--- src/rtl/imem_arbiter.sv ---
// imem_arbiter: shares one synchronous instruction ROM port between
// CPU fetch (priority) and a debug reader, with starvation bound.
//
// Ports:
//   clk, reset (sync, active-low), ena (global grant enable)
//   fetch_req/fetch_addr -> fetch_gnt, fetch_rvalid, fetch_rdata
//   dbg_req/dbg_addr     -> dbg_gnt, dbg_rvalid, dbg_rdata
//   rom_ena, rom_addr (sign-extended) -> ROM; rom_data <- ROM douta
module imem_arbiter #(
  parameter int ADDR_W   = 16,
  parameter int DATA_W   = 32,
  parameter int ROM_LAT  = 1,
  parameter int MAX_WAIT = 4
) (
  input  logic              clk,
  input  logic              reset,
  input  logic              ena,
  input  logic              fetch_req,
  input  logic [ADDR_W-1:0] fetch_addr,
  output logic              fetch_gnt,
  output logic              fetch_rvalid,
  output logic [DATA_W-1:0] fetch_rdata,
  input  logic              dbg_req,
  input  logic [ADDR_W-1:0] dbg_addr,
  output logic              dbg_gnt,
  output logic              dbg_rvalid,
  output logic [DATA_W-1:0] dbg_rdata,
  output logic              rom_ena,
  output logic [31:0]       rom_addr,
  input  logic [DATA_W-1:0] rom_data
);

  localparam int CW = $clog2(MAX_WAIT + 1);

  typedef struct packed {
    logic v;
    logic dbg;
  } tag_t;

  logic [CW-1:0]     wait_cnt;
  logic              live;
  logic              starve;
  logic              dgnt;
  logic              fgnt;
  logic [ADDR_W-1:0] sel_addr;
  tag_t              tag_q [ROM_LAT];
  tag_t              tag_out;

  always_comb begin
    live     = reset & ena;
    starve   = (wait_cnt >= CW'(MAX_WAIT));
    dgnt     = live & dbg_req & (~fetch_req | starve);
    fgnt     = live & fetch_req & ~dgnt;
    sel_addr = dgnt ? dbg_addr : fetch_addr;
  end

  assign fetch_gnt = fgnt;
  assign dbg_gnt   = dgnt;
  assign rom_ena   = fgnt | dgnt;
  assign rom_addr  = rom_ena
                   ? {{(32-ADDR_W){sel_addr[ADDR_W-1]}}, sel_addr}
                   : 32'h0;

  // Counts consecutive denials of a pending debug request.
  // Saturates at MAX_WAIT; at that point debug wins the next grant.
  always_ff @(posedge clk) begin
    if (!reset) begin
      wait_cnt <= '0;
    end else if (ena) begin
      if (!dbg_req || dgnt) begin
        wait_cnt <= '0;
      end else if (!starve) begin
        wait_cnt <= wait_cnt + 1'b1;
      end
    end
  end

  // Owner tags ride alongside the ROM read; not stalled by ena.
  always_ff @(posedge clk) begin
    if (!reset) begin
      for (int i = 0; i < ROM_LAT; i++) begin
        tag_q[i] <= '0;
      end
    end else begin
      tag_q[0].v   <= fgnt | dgnt;
      tag_q[0].dbg <= dgnt;
      for (int i = 1; i < ROM_LAT; i++) begin
        tag_q[i] <= tag_q[i-1];
      end
    end
  end

  assign tag_out = tag_q[ROM_LAT-1];

  // A response falling due while reset is held is dropped, so the
  // valids are also qualified by reset, not only by the cleared tags.
  assign fetch_rvalid = reset & tag_out.v & ~tag_out.dbg;
  assign dbg_rvalid   = reset & tag_out.v & tag_out.dbg;
  assign fetch_rdata  = rom_data;
  assign dbg_rdata    = rom_data;

endmodule
--- config.mk ---
export PLATFORM = sky130hd
export DESIGN_NAME = imem_arbiter
export DESIGN_NICKNAME = d
export VERILOG_FILES = /design/src/rtl/imem_arbiter.sv
export SDC_FILE = /design/constraint.sdc
export NUM_CORES = 1
export LEC_CHECK = 0
export ABC_AREA = 0
export CAP_MARGIN = 10
export CORE_AREA = 4 4 74 76
export DETAILED_ROUTE_END_ITERATION = 8
export DIE_AREA = 0 0 78 80
export PLACE_DENSITY_LB_ADDON = 0.1
export SLEW_MARGIN = 20
export SYNTH_ARGS = -nofsm -noshare
export SYNTH_HDL_FRONTEND = slang
export SYNTH_SLANG_ARGS = --single-unit
--- constraint.sdc ---
create_clock -name clk -period 2 [get_ports clk]
set_clock_uncertainty 0.1 [all_clocks]
set_input_delay 0.2 -clock clk [delete_from_list [all_inputs] [get_ports clk]]
set_output_delay 0.2 -clock clk [all_outputs]
set_load 0.005 [all_outputs]
==> out/metrics.csv <==
stage,metric,value,unit
grt,overflow,0,
critical_path,cp_slowest_cell,clkdlybuf4s50_1,
pwr,power_density,340.5,nW/um2
timing,fin_tns_setup,0,ps
timing,grt_setup_unrepaired,true,
grt,grt_usage,9.218,%
yosys,synthTopCellsByArea,"buf_4 (57%), dfxtp_1 (9.4%), a22o_1 (7.4%)",
layout,n_fill_cell,500,
yosys,syn_area,1066,um2
hold_path,hold_path_depth,0,
clock_network,clk_path_buf_depth,2,
critical_path,cp-start-kind,flop,
timing,fmax,502.4,MHz
placed_design,place_congestion,0.7670,
grt,grt_pass1_wl,4.526,mm
pwr,seq_power_share,21.4,%
placed_design,placed_cells,197,
critical_path,worstPathCellList,nand2b_4 -> and3_4 -> a22o_2 -> clkdlybuf4s50_1,
yosys,synth.yosys.seq_area_share,9.390,%
pwr,clockPowerShare,40.2,%
clock_network,cts.sinks,5,
pwr,p_leak,0.7791,nW
critical_path,r2r_slack,900,ps
grt,grtUsageMet3,3.837,%
timing,setup_violations,0,
clock_network,root_buffer,clkbuf_8,
timing,fin_ws,9.531,ps
clock_network,cts-htree-levels,1,
drt,dr.pass1.iters,5,
clock_network,cts_tree,yes,
drt,final_antenna_net_count,0,
floorplan,start_util,22.57,%
critical_path,crit_path_max_fanout,7,
timing,slew_viol_final,0,
yosys,synth_nets,201,
grt,grt_use_met2,14.47,%
grt,grt_pass1_vias,815,
layout,fin_nets,209,
yosys,avgSynthCellArea,8.200,um2
layout,diodes,0,
layout,synthToLayoutAreaGrowth,32.39,%
timing,period_share,99.52,%
pwr,intPower,0.3657,mW
critical_path,path_class,flop to output pin,
pwr,p_switching,0.1148,mW
floorplan,core,4723,um2
grt,use_met1,11.10,%
drt,vias,821,
floorplan,die_width,78,um
floorplan,ios,170,
clock_network,clk_latency,230,ps
job,cap_violations,0,
pwr,peakVddDrop,0.0002422,V
floorplan,fp-row-count,25,
layout,final_common_cell,clkdlybuf4s50_1,
pwr,power_frac_comb,38.4,%
drt,post_drt_wl_per_cell,15.17,um
critical_path,reg2reg_to,wait_cnt[1],
timing,worst_pin_slew,212.5,ps
placed_design,dp_hpwl,2.485,mm
clock_network,cts_buffers,3,
drt,routed_wl,3.095,mm
hold_path,min_path_type,input pin to output pin,
drt,remaining_drc_errors,0,
timing,hold_viol_final,0,
critical_path,worst_path_largest_cell_delay,450,ps
yosys,synth.distinct_cells,20,
layout,layout_common_cells,"clkdlybuf4s50_1 (41), dlygate4sd2_1 (23), buf_4 (11)",
hold_path,hp-start,rom_data[10],
drt,routed_via_density,4.025,
yosys,synth-warning-count,0,
critical_path,worstPathRequired,1700,ps
placed_design,post-place-ws,-300.6,ps
timing,max-slew-margin-rel,85.79,%
clock_network,clk_pin_slew,40,ps
clock_network,cts.hold.buffers_added,0,
drt,initialDrtViolationCount,15,
critical_path,r2r-start,wait_cnt[0],
placed_design,port_buffers,73,
critical_path,worstRegToRegCells,4,
layout,fin_util,29.88,%
status,status,finished clean,
grt,grt_max_degree,18,
layout,final_cells,204,
timing,fin_crit,1990,ps
floorplan,die_h,80,um
pwr,p_sw_share,23.89,%
grt,antenna_found_initial,0,
yosys,yosysTopAreaCellShare,57.04,%
yosys,ys_ff_latch,5,
yosys,synth_top_cell_by_area,buf_4,
floorplan,die_area,6240,um2
yosys,synthCells,130,
hold_path,holdPathEnd,dbg_rdata[10],
critical_path,end_kind,output pin,
critical_path,crit_arrival,1690,ps
layout,final_layout_size_suffix_gt1_share,22.63,%
grt,grt_most_used_layer,met2,
==> kinds of logic after synthesis <==
| family | count (synthesis) | share of synthesized area (%) |
|---|---|---|
| DFF | 5 | 9.390 |
| and+or+nand+nor | 15 | 8.802 |
| adders and majority gates | 2 | 2.347 |
| AOI/OAI and AO/OA | 22 | 18.19 |
| buffers and inverters | 86 | 61.27 |
==> flip-flops by register name (all words and copies together) (netlist names) <==
signal    flops
tag_q         2
wait_cnt      3
==> cell usage after synthesis <==
cell / n
buf_4: 81
a22o_1: 9
a22o_2: 7
nand2_1: 6
dfxtp_1: 5
and3_2: 2
buf_6: 2
ha_1: 2
inv_1: 2
nand3_1: 2
o21a_1: 2
o22ai_1: 2
a21oi_2: 1
and2_4: 1
and3_4: 1
buf_8: 1
nand2b_4: 1
nand4b_1: 1
nor2_1: 1
o32ai_1: 1
==> repair_timing <==
item | 4_1_cts | 5_1_grt
endpoints found under the setup margin | 34 | 13
gates cloned | 0 | 1
pin swaps | 1 | 1
gates resized for setup | 29 | 10
setup buffers | 0 | 2
==> power by group through the flow <==
stage	clock network [mW]	logic [mW]	registers (mW)
final	0.193	0.184	0.103
after global placement	0	0.195	0.106
after global routing	0.211	0.198	0.103
after detailed placement	0	0.194	0.106
after CTS	0.196	0.184	0.103
after floorplan	0	0.166	0.105
==> how the worst max path moves through the flow <==
stage / from / end / slack [ps]
detailed placement: reset / rom_addr[27] / -300
floorplan: wait_cnt[2] / rom_addr[16] / 440
global route: wait_cnt[2] / rom_addr[18] / -40
global placement: fetch_req / rom_addr[28] / -250
finish: wait_cnt[2] / rom_addr[20] / 10
CTS: wait_cnt[2] / rom_addr[2] / -40
==> layout make-up <==
cell class              instances  area, um2  area share (%)
repair buffers                 86      833.3           59.04
multi-input cells              40      337.8           23.94
flip-flops and latches          5      103.9           7.358
well taps                      67      83.83           5.940
clock buffers                   4      45.04           3.191
inverters                       2      7.507          0.5319
==> worst max-delay path: cells and delay by family, from the launching register on <==
kind | cells | cell delay [ps]
DFF | 1 | 350
buffers and inverters | 1 | 450
and+or+nand+nor | 2 | 340
AOI/OAI and AO/OA | 1 | 310
==> per-layer routing <==
layer / wire (um) / up-vias / share of wire (%)
met3: 411 / 9 / 13
met2: 1388 / 92 / 45
met5: 0 / - / 0
met4: 51 / 0 / 1.6
met1: 1244 / 348 / 40
li1: - / 372 / -
==> per-stage QoR <==
step / hold WS, ps / power, mW / area (um2)
6_report: 300.0 / 0.4805 / 1411
5_1_grt: 300.0 / 0.5124 / 1411
4_1_cts: 300.1 / 0.4834 / 1360
3_5_place_dp: 300.1 / 0.2995 / 1318
3_3_place_gp: 300.1 / 0.3008 / 1318
2_1_floorplan: 194.3 / 0.2713 / 1066
(Power assumes the default switching activity.)
